**src/rtl/params_pkg.sv**
```systemverilog
// Shared core parameters and the fetch-stage types (state encoding, NOP word, boot PC).
package params_pkg;
  localparam int DATA_WIDTH = 32;
  localparam int ADDR_WIDTH = 32;

  typedef logic [DATA_WIDTH-1:0] instruction_t;

  localparam logic [ADDR_WIDTH-1:0] BOOT_ADDR = 32'h0000_1000;
  localparam instruction_t          NOP_INSTR = 32'h0000_0013;  // addi x0, x0, 0

  typedef enum logic [1:0] {
    F_REQ,
    F_WAIT,
    F_HOLD
  } fetch_state_t;
endpackage

```
**src/rtl/fetch_perf_counters.sv**
```systemverilog
// Saturating event counters for the fetch stage (fetched, squashed, stall cycles).
module fetch_perf_counters (
  input  logic        clk_i,
  input  logic        rst_i,
  input  logic        inc_fetched_i,
  input  logic        inc_squashed_i,
  input  logic        inc_stall_i,
  output logic [31:0] perf_fetched_o,
  output logic [31:0] perf_squashed_o,
  output logic [31:0] perf_stall_o
);
  logic [2:0][31:0] cnt_q;
  logic [2:0]       inc;

  assign inc = {inc_stall_i, inc_squashed_i, inc_fetched_i};

  always_ff @(posedge clk_i) begin
    if (!rst_i) begin
      cnt_q <= '0;
    end else begin
      for (int i = 0; i < 3; i++) begin
        if (inc[i] && (cnt_q[i] != '1)) cnt_q[i] <= cnt_q[i] + 32'd1;
      end
    end
  end

  assign perf_fetched_o  = cnt_q[0];
  assign perf_squashed_o = cnt_q[1];
  assign perf_stall_o    = cnt_q[2];
endmodule

```
**src/rtl/fetch_stage.sv**
```systemverilog
// Instruction fetch: one outstanding imem request, hands words to decode, squashes on redirect.
// Optional FETCH_PERF_CNT_EN adds saturating fetched/squashed/stall counters.
module fetch_stage
  import params_pkg::*;
#(
  parameter int                    DATA_WIDTH = params_pkg::DATA_WIDTH,
  parameter int                    ADDR_WIDTH = params_pkg::ADDR_WIDTH,
  parameter logic [ADDR_WIDTH-1:0] BOOT_ADDR  = params_pkg::BOOT_ADDR
) (
  input  logic                  clk_i,
  input  logic                  rst_i,
  input  logic                  stall_i,
  input  logic                  branch_taken_i,
  input  logic                  is_jump_i,
  input  logic [ADDR_WIDTH-1:0] target_pc_i,
  input  logic                  imem_ready_i,
  input  logic                  imem_rvalid_i,
  input  logic [DATA_WIDTH-1:0] imem_rdata_i,
  output logic                  imem_req_o,
  output logic [ADDR_WIDTH-1:0] imem_addr_o,
  output logic                  valid_o,
  output logic [ADDR_WIDTH-1:0] pc_o,
  output instruction_t          instruction_o
`ifdef FETCH_PERF_CNT_EN
  ,
  output logic [31:0]           perf_fetched_o,
  output logic [31:0]           perf_squashed_o,
  output logic [31:0]           perf_stall_o
`endif
);
  fetch_state_t          state_q, state_d;
  logic [ADDR_WIDTH-1:0] pc_q, pc_d, pc_out_q, pc_out_d;
  instruction_t          instr_q, instr_d;
  logic                  kill_q, kill_d;
  logic                  redirect;
  logic [ADDR_WIDTH-1:0] target;

  assign redirect = branch_taken_i | is_jump_i;
  assign target   = {target_pc_i[ADDR_WIDTH-1:2], 2'b00};

  always_comb begin
    state_d  = state_q;
    pc_d     = pc_q;
    kill_d   = kill_q;
    pc_out_d = pc_out_q;
    instr_d  = instr_q;
    case (state_q)
      F_REQ: begin
        if (redirect) begin
          pc_d = target;
          // Memory already took the old address; its response must be dropped.
          if (imem_ready_i) begin
            state_d = F_WAIT;
            kill_d  = 1'b1;
          end
        end else if (imem_ready_i) begin
          state_d = F_WAIT;
        end
      end
      F_WAIT: begin
        if (imem_rvalid_i) begin
          if (kill_q || redirect) begin
            kill_d  = 1'b0;
            state_d = F_REQ;
            if (redirect) pc_d = target;
          end else begin
            instr_d  = instruction_t'(imem_rdata_i);
            pc_out_d = pc_q;
            pc_d     = pc_q + ADDR_WIDTH'(4);
            state_d  = F_HOLD;
          end
        end else if (redirect) begin
          pc_d   = target;
          kill_d = 1'b1;
        end
      end
      F_HOLD: begin
        if (redirect) begin
          pc_d    = target;
          state_d = F_REQ;
        end else if (!stall_i) begin
          state_d = F_REQ;
        end
      end
      default: state_d = F_REQ;
    endcase
  end

  always_ff @(posedge clk_i) begin
    if (!rst_i) begin
      state_q  <= F_REQ;
      pc_q     <= BOOT_ADDR;
      kill_q   <= 1'b0;
      pc_out_q <= BOOT_ADDR;
      instr_q  <= NOP_INSTR;
    end else begin
      state_q  <= state_d;
      pc_q     <= pc_d;
      kill_q   <= kill_d;
      pc_out_q <= pc_out_d;
      instr_q  <= instr_d;
    end
  end

  assign imem_req_o    = (state_q == F_REQ);
  assign imem_addr_o   = pc_q;
  assign valid_o       = (state_q == F_HOLD);
  assign pc_o          = pc_out_q;
  assign instruction_o = instr_q;

  a_rvalid_only_in_wait: assert property (@(posedge clk_i) disable iff (!rst_i)
    imem_rvalid_i |-> (state_q == F_WAIT));

`ifdef FETCH_PERF_CNT_EN
  fetch_perf_counters u_perf (
    .clk_i           (clk_i),
    .rst_i           (rst_i),
    .inc_fetched_i   ((state_q == F_HOLD) && !redirect && !stall_i),
    .inc_squashed_i  (((state_q == F_WAIT) && imem_rvalid_i && (kill_q || redirect)) ||
                      ((state_q == F_HOLD) && redirect)),
    .inc_stall_i     ((state_q == F_HOLD) && stall_i),
    .perf_fetched_o  (perf_fetched_o),
    .perf_squashed_o (perf_squashed_o),
    .perf_stall_o    (perf_stall_o)
  );
`endif
endmodule
```
**config.mk**
```make
export PLATFORM = sky130hd
export DESIGN_NAME = fetch_stage
export DESIGN_NICKNAME = d
export VERILOG_FILES = /design/src/rtl/params_pkg.sv /design/src/rtl/fetch_perf_counters.sv /design/src/rtl/fetch_stage.sv
export SDC_FILE = /design/constraint.sdc
export NUM_CORES = 1
export LEC_CHECK = 0
export ABC_AREA = 1
export CORE_UTILIZATION = 30
export CTS_CLUSTER_SIZE = 12
export DETAILED_ROUTE_END_ITERATION = 8
export GPL_TIMING_DRIVEN = 0
export PLACE_DENSITY = 0.65
export SLEW_MARGIN = 20
export SYNTH_ARGS = -nofsm -noshare
export SYNTH_HDL_FRONTEND = slang
export SYNTH_SLANG_ARGS = --single-unit
```
**constraint.sdc**
```tcl
create_clock -name clk_i -period 1.6 [get_ports clk_i]
set_input_delay 0.32 -clock clk_i [delete_from_list [all_inputs] [get_ports clk_i]]
set_output_delay 0.32 -clock clk_i [all_outputs]
set_load 0.1 [all_outputs]
```
### Word level (Yosys, flattened, before mapping)

Cells that the tools add are included.

| word-level totals | value |
|---|---|
| register bits | 99 |
| output and inout port bits | 98 |

| operators by class | value |
|---|---|
| $add $sub $neg | 1 |
| equality and inequality tests | 8 |
| multiplexer cells | 16 |
| bitwise logic cells | 2 |
| reduce and logical (&&, ||, !) cells | 8 |

Operators with widths:

| kind | number |
|---|---|
| $mux W32 | 3 |
| $pmux W32 S2 | 1 |
| $add A32 B3 Y32 const B | 1 |
| $mux W2 | 5 |
| $ne A3 B3 Y1 const B | 2 |
| $pmux W2 S3 | 1 |
| $reduce_and A3 Y1 | 2 |
| $mux W1 | 5 |
| $reduce_and A5 Y1 | 1 |
| $ne A2 B2 Y1 const B | 2 |
| $reduce_bool A2 Y1 | 2 |
| $ne A3 B2 Y1 const B | 1 |
| $eq A2 B1 Y1 const B | 1 |
| $eq A2 B2 Y1 const B | 1 |
| $logic_not A2 Y1 | 1 |
| $ne A2 B1 Y1 const B | 1 |
| $pmux W1 S2 | 1 |
| $reduce_or A2 Y1 | 1 |
| $logic_or A1 B1 Y1 | 1 |
| $not A1 Y1 | 1 |
| $or A1 B1 Y1 | 1 |

### Longest topological paths before layout

Gate-level depths: netlist of run 1.

| logic depth | value |
|---|---|
| depth in word-level cells | 5 |
| gate-level depth with buffers | 10 |

### Least setup slack after synthesis of run 1

OpenSTA, ideal clock, no wires.

| timing path | value |
|---|---|
| path type | register -> register |
| start | register state_q[0] |
| end | register state_q[0] |
| library setup time | 0.132 ns |
| arrival | 2.240 ns |
| setup slack | -0.773 ns |
| cell stages (with the launch flop) | 6 |
| cell sequence | dfxtp_1 clkbuf_1 nor2_1 nand3_1 nand4_1 a21oi_1 |

| on the way | value |
|---|---|
| cells in the longest elaborated chain, start to end | 3 |
| elaborated cells between the ends (all ways) | 8 |

Ends and longest elaborated chain:

| element | line | text |
|---|---|---|
| from (decl) | fetch_stage.sv:31 | `fetch_state_t state_q, state_d;` |
| from (signal assigned) | fetch_stage.sv:97 | `state_q <= state_d;` |
| $eq A2 B2 Y1 * | -- |  |
| via valid_o | fetch_stage.sv:21 | `output logic valid_o,` |
| $ne A3 B2 Y1 (no line) | -- |  |
| $reduce_and A3 Y1 (no line) | -- |  |

The timed path passes the listed nets; every way through them passes the cells marked *.
A chain may end at the register's enable or synchronous reset.

### Worst setup path after layout of run 1

| timing path | value |
|---|---|
| start | register pc_q[3] (netlist: imem_addr_o[3]) |
| end | register pc_q[22] (netlist: imem_addr_o[22]) |

| on the way | value |
|---|---|
| cells in the longest elaborated chain, start to end | 4 |

Ends and longest elaborated chain:

| element | line | text |
|---|---|---|
| from (decl) | fetch_stage.sv:32 | `logic [ADDR_WIDTH-1:0] pc_q, pc_d, pc_out_q, pc_out_d;` |
| from (signal assigned) | fetch_stage.sv:98 | `pc_q <= pc_d;` |
| $add A32 B3 Y32 | fetch_stage.sv:69 | `pc_d = pc_q + ADDR_WIDTH'(4);` |
| $mux W32 | fetch_stage.sv:62 | `if (kill_q \|\| redirect) begin` |
| $mux W32 | fetch_stage.sv:61 | `if (imem_rvalid_i) begin` |
| $pmux W32 S2 | fetch_stage.sv:47 | `case (state_q)` |

Every way passes these cells.

==> qor.yml, run 1 <==
outcome:
  status: "finished, final reports clean"
clock_network:
  cts_made_buffers: 9
  cts.clk_slew.worst_paths_ns: 0.07
  cts_tree: "yes"
  clockBufferDepth: 2
  cts_sinks: 99
  htreeDepth: 3
  root_buffer: "clkbuf_16"
  worst_skew_pair.late_latency_ns: 0.35
global_routing:
  grt_antenna_before_repair: 0
  track_usage_pct: 21.7
  grt_max_degree: 18
  grt_pass1_vias: 5049
  grt_pass1_wl_mm: 27.4
  grt_overflow_total: 0
floorplan:
  design.portCount: 169
  die_area_mm2: 0.0167
  initial_core_util_pct: 30.7
  core-area_mm2: 0.0158
  dieWidth_um: 129
  rows: 46
  fp.dieH_um: 129
pwr:
  seqPwrFrac_pct: 42.6
  pwr_density_cell_mw_per_mm2: 881
  clockPowerShare_pct: 33.9
  switching_share_pct: 35.3
  pwr-share-comb_pct: 23.5
  peakVddDrop_uv: 712
  power_uw: 6320
  p_sw_uw: 2230
  p_int_uw: 4090
  leakage_uw: 0.00298
detailed_routing:
  met2_length_mm: 8.06
  drc: 0
  maxUsedRoutingLayer: "met4"
  antenna_left: 0
  vias_per_cell: 4.81
  drtPass1Iterations: 6
  drt-met1-wl_mm: 7.53
  num_vias: 5455
  wl_met3_mm: 1.79
  wl_per_cell_um: 15.7
  dr.first_iter.drc_count: 329
  drt_wl_total_mm: 17.7
setup_path:
  crit_buf_inv: 0
  critical_path_depth: 8
  crit_required_ns: 1.88
  rr_worst_depth: 8
  crit_chain: "ha_4 -> nand3_4 -> nor2_4 -> nand3_4 -> nor2_4 -> xor2_1 -> nand2_1 -> a21oi_2"
  critPathTopFamily: "simple AND/OR/NAND/NOR gates"
  worst_ep_arrival_time_ns: 1.85
  slowest_delay_ns: 0.38
  path_class: "reg2reg"
  crit_path_end_kind: "register"
  r2r_end: "imem_addr_o[22]$_SDFFE_PN0P_"
  crit_slowest_cell: "dfxtp_4"
  start_kind: "register"
  ff2ff_setup_slack_ns: 0.03
  path_max_fanout: 7
  rr_startpoint: "imem_addr_o[3]$_SDFFE_PN0P_"
worst_hold_path:
  hold_depth: 2
  min_from: "instruction_o[0]$_SDFFE_PN1P_"
  hold_path_class: "reg2reg"
  hold_path_end: "instruction_o[0]$_SDFFE_PN1P_"
logic_synthesis:
  synth-async-reset-ratio_pct: 0
  synth_seq_cells: 99
  synth_cells: 724
  yosys.cell_types.count: 28
  avgSynthCellArea_um2: 6.72
  synth-main-ff-cell: "dfxtp_1"
  syn_area_mm2: 0.00486
  ys_seq_area_share_pct: 40.8
  synth_edf_count: 0
  ys_warn_count: 0
  synth_top_area_share_pct: 40.8
  yosys-top-cells-area: "dfxtp_1 41%, o21ai_0 11%, nand2_1 11%, nor2_1 10%, a21oi_1 7.6%"
  syn_nets: 796
  yosysTopAreaCell: "dfxtp_1"
sta:
  max_freq_mhz: 637
  relSlewSlack_pct: 59.1
  tightestPinTransition_ns: 0.614
  maxSlewViolCount: 0
  worst_hold_slack_ns: 0.459
  finalSetupTns_ns: 0
  hold_violations: 0
  setup_viol: 0
  rsz0062_at_grt: "yes"
  fin_crit_ns: 1.57
  skew_ns: 0.00649
  final.period_utilization_pct: 98.2
cells_and_area:
  nNetsFinal: 984
  area_growth_pct: 47.4
  diodes: 0
  final_util_pct: 45.3
  layout-drive-gt1-share_pct: 25.2
  fin_cells: 1133
place:
  gp_congestion: 0.913
  dp.final_hpwl_mm: 13.1
  io_buffers: 166
  dp.cells: 1106
run:
  maxCapViolations: 0
[power groups by stage]
stage	combinational, µW	sequential (µW)	clock, µW
floorplan	380	3360	0
global placement	1500	2750	0
detailed placement	1500	2750	0
CTS	1470	2690	2210
global route	1570	2710	2310
finish	1480	2690	2140
[cells by family (layout without fill, tap and decap cells)]
kind of cell | after synthesis | count (layout) | synth area share (%)
buffers and inverters | 88 | 281 | 7.62
and+or+nand+nor | 324 | 324 | 28.3
DFF | 99 | 99 | 40.8
AOI/OAI and AO/OA | 201 | 201 | 21.1
xor gates and xnor gates | 11 | 11 | 1.98
adders and majority gates | 1 | 1 | 0.257
[metal layers]
metal  global-route usage, %  vias to the layer above
li1                        -                     2749
met1                    27.6                     2481
met5                       0                        -
met3                    8.13                       26
met2                    33.9                      199
met4                    6.99                        0
[Yosys cell counts, types with 5 or more instances]
| cell type | n |
|---|---|
| nand2_1 | 137 |
| inv_1 | 42 |
| dfxtp_1 | 99 |
| buf_2 | 17 |
| o21ai_0 | 109 |
| inv_2 | 5 |
| clkbuf_1 | 21 |
| xor2_1 | 10 |
| o21ai_1 | 5 |
| nor2_4 | 7 |
| nor2_1 | 135 |
| a21oi_1 | 74 |
| o22ai_1 | 7 |
| nand3_1 | 25 |
[state kept, by name, indices dropped and copies added (netlist names)]
name           cells
imem_addr_o       32
instruction_o     32
kill_q             1
pc_o              32
state_q            2
[cell usage in the layout, fill, tap and decap left out, types with 19 or more instances in the layout]
cell,instances
nand2_1,137
nor2_1,125
o21ai_0,108
a21oi_1,72
dfxtp_1,67
clkdlybuf4s50_1,66
buf_2,62
inv_1,42
clkdlybuf4s18_2,27
nand3_1,21
dfxtp_4,19
[what timing repair did]
| action | 4_1_cts | 5_1_grt |
|---|---|---|
| pin swaps | 2 | 6 |
| setup endpoints to repair | 187 | 113 |
| hold buffers | 0 | 0 |
| endpoints found under the hold margin | 0 | 0 |
| gates resized for setup | 386 | 94 |
| setup buffers | 5 | 6 |
[how the worst max path moves through the flow]
stage                                         to  slack, ns                    startpoint
CTS                              imem_addr_o[31]      0.001  imem_addr_o[31]$_SDFFE_PN0P_
global placement           pc_o[14]$_SDFFE_PN0P_      -0.68                     is_jump_i
global route        imem_addr_o[22]$_SDFFE_PN0P_      -0.03   imem_addr_o[2]$_SDFFE_PN0P_
floorplan           imem_addr_o[18]$_SDFFE_PN0P_      -0.04   imem_addr_o[3]$_SDFFE_PN0P_
detailed placement                       valid_o      -0.69       state_q[0]$_SDFFE_PN0P_
finish              imem_addr_o[22]$_SDFFE_PN0P_       0.03   imem_addr_o[3]$_SDFFE_PN0P_
[metrics by stage]
stage	worst slack (ns)	area, µm²
after floorplan	-0.0374	4980
after global placement	-0.676	6910
after detailed placement	-0.685	6910
after CTS	0.00115	7220
after global routing	-0.0295	7170
final	0.0294	7170
[tightest hold or removal path, delay by kind of cell (launching register included)]
kind / cells / cell delay (ns)
DFF: 1 / 0.33
and+or+nand+nor: 2 / 0.10
[cell type report]
type | count | area, µm²
Fill cell | 1656 | 8660
Multi-Input combinational cell | 537 | 2600
Sequential cell | 99 | 2070
Timing Repair Buffer | 177 | 1530
Tap cell | 216 | 270
Clock buffer | 11 | 243
Buffer | 41 | 236
Inverter | 47 | 176
Clock inverter | 5 | 40.0
(Power assumes the default switching activity.)
==> run 2, diff against run 1 <==
--- a/config.mk
+++ b/config.mk
@@ -11,6 +11,7 @@
 export DETAILED_ROUTE_END_ITERATION = 8
 export GPL_TIMING_DRIVEN = 0
 export PLACE_DENSITY = 0.65
+export REMOVE_ABC_BUFFERS = 1
 export SLEW_MARGIN = 20
 export SYNTH_ARGS = -nofsm -noshare
 export SYNTH_HDL_FRONTEND = slang
==> qor.yml, run 2 (synthesized netlist as in run 1, its figures left out) <==
cells_and_area:
  final_cell_mix: "134 x nand2_1, 123 x nor2_1, 107 x o21ai_0, 74 x dfxtp_1, 72 x a21oi_1"
  multi_input_area_mm2: 0.00264
  layout-drive-gt1-share_pct: 24.8
  nNetsFinal: 967
  area_growth_pct: 52.1
  n_fill_cell: 1662
  seqCellArea_mm2: 0.00204
  diodes: 0
  final_area_mm2: 0.00739
  layout_commonest_cell: "nand2_1"
  final_util_pct: 46.7
pwr:
  peakVddDrop_uv: 622
  pwr_density_cell_mw_per_mm2: 886
  leakage_uw: 0.00294
  power_uw: 6550
  p_sw_uw: 2150
  clockPowerShare_pct: 35.8
  switching_share_pct: 32.7
  pwr-share-comb_pct: 23.0
  seqPwrFrac_pct: 41.2
  p_int_uw: 4410
outcome:
  status: "finished, final reports clean"
run:
  maxCapViolations: 0
setup_path:
  rr_startpoint: "state_q[0]$_SDFFE_PN0P_"
  start_kind: "register"
  rr_worst_depth: 9
  path_class: "reg2reg"
  ff2ff_setup_slack_ns: 0.02
  crit_required_ns: 1.89
  crit_path_end_kind: "register"
  r2r_end: "imem_addr_o[2]$_SDFFE_PN0P_"
  worst_ep_arrival_time_ns: 1.87
  path_max_fanout: 47
worst_hold_path:
  hold_depth: 2
  min_from: "rst_i"
  hold_path_class: "in2reg"
  hold_path_end: "imem_addr_o[12]$_SDFFE_PN1P_"
detailed_routing:
  drc: 0
  drt_wl_total_mm: 17.0
  dr.first_iter.drc_count: 339
  wl_per_cell_um: 15.2
  num_vias: 5358
  drtPass1Iterations: 5
  vias_per_cell: 4.81
  antenna_left: 0
sta:
  maxSlewViolCount: 0
  skew_ns: 0.0120
  relSlewSlack_pct: 59.1
  rsz0062_at_grt: "yes"
  fin_crit_ns: 1.58
  max_freq_mhz: 633
  setup_viol: 0
  final.period_utilization_pct: 98.7
  tightestPinTransition_ns: 0.612
  hold_violations: 0
clock_network:
  root_buffer: "clkbuf_16"
  worst_skew_pair.late_latency_ns: 0.36
  cts.clk_slew.worst_paths_ns: 0.07
  clockBufferDepth: 2
  cts_made_buffers: 9
  cts_tree: "yes"
  cts_sinks: 99
  htreeDepth: 3
global_routing:
  grt_overflow_total: 0
  grt_pass1_vias: 4807
  grt_max_degree: 61
  track_usage_pct: 20.2
  grt_pass1_wl_mm: 25.9
  grt_antenna_before_repair: 0
floorplan:
  die_area_mm2: 0.0167
  design.portCount: 169
  dieWidth_um: 129
  initial_core_util_pct: 30.7
  core-area_mm2: 0.0158
  fp.dieH_um: 129
  rows: 46
place:
  dp.final_hpwl_mm: 10.6
  place_area_mm2: 0.00667
  gp_congestion: 0.864
  io_buffers: 166
run 2: changes by cell type in the layout (fill, tap and decap cells not counted), sizes merged, moves of 5 or more:
cell | before | now
clkdlybuf4s18 | 27 | 21
inv | 51 | 44
clkdlybuf4s15 | 18 | 37
clkinvlp | 1 | 6
clkbuf | 34 | 21
buf | 82 | 63
run 2: area by class of cell:
class	instances	share of cell area, %
multi-input combinational	539	35.7
sequential	99	27.5
timing repair buffer	195	25.7
tap	216	3.65
clock buffer	13	3.38
inverter	47	2.81
clock inverter	2	0.812
timing repair inverter	4	0.423
run 2: through the flow:
step	worst slack, ns	cells	setup TNS [ns]	hold WS [ns]
floorplan	-1.17	683	-79.83	0.406
global placement	-3.25	1065	-276.61	0.442
detailed placement	-1.93	1068	-173.94	0.448
CTS	0.000609	1101	0	0.308
global route	-0.0658	1115	-0.324	0.326
finish	0.0210	1115	0	0.313
run 2: power groups by stage:
stage | registers (µW) | clock network, µW | logic [µW]
floorplan | 3360 | 0 | 341
global placement | 2750 | 0 | 1450
detailed placement | 2750 | 0 | 1460
CTS | 2690 | 2410 | 1470
global route | 2710 | 2510 | 1600
finish | 2700 | 2350 | 1510
run 2: worst max path at each step:
stage / startpoint / to / slack [ns] / cells after the start
after floorplan: is_jump_i / imem_addr_o[2]$_SDFFE_PN0P_ / -1.17 / 7
after global placement: is_jump_i / imem_addr_o[2]$_SDFFE_PN0P_ / -3.25 / 8
after detailed placement: is_jump_i / imem_addr_o[2]$_SDFFE_PN0P_ / -1.93 / 9
after CTS: pc_o[4]$_SDFFE_PN0P_ / pc_o[4] / 0.0006 / 1
after global routing: imem_addr_o[3]$_SDFFE_PN0P_ / imem_addr_o[22]$_SDFFE_PN0P_ / -0.07 / 8
final: state_q[0]$_SDFFE_PN0P_ / imem_addr_o[2]$_SDFFE_PN0P_ / 0.02 / 9
run 2: metal layers:
| layer | global-route usage (%) | part of all wire [%] | vias up | wire [µm] |
|---|---|---|---|---|
| met2 | 32.4 | 46 | 161 | 7860 |
| met1 | 26.3 | 45 | 2468 | 7700 |
| met5 | 0 | 0 | - | 0 |
| met3 | 6.73 | 7.4 | 11 | 1260 |
| li1 | - | - | 2718 | - |
| met4 | 4.71 | 0.92 | 0 | 156 |
run 2: timing repair:
action	in CTS	in global routing
setup buffers	12	13
gates resized for setup	406	101
setup endpoints to repair	197	96
pin swaps	7	13
cloned	6	1
hold buffers	0	0
run 2: critical path, cell delays in order (launching register included):
cell     delay, ns
dfxtp_4       0.41
inv_2         0.07
nor2_2        0.12
inv_2         0.07
nor2_4        0.18
buf_12        0.19
inv_8         0.12
o21ai_0       0.17
o21ai_0       0.09
inv_1         0.06
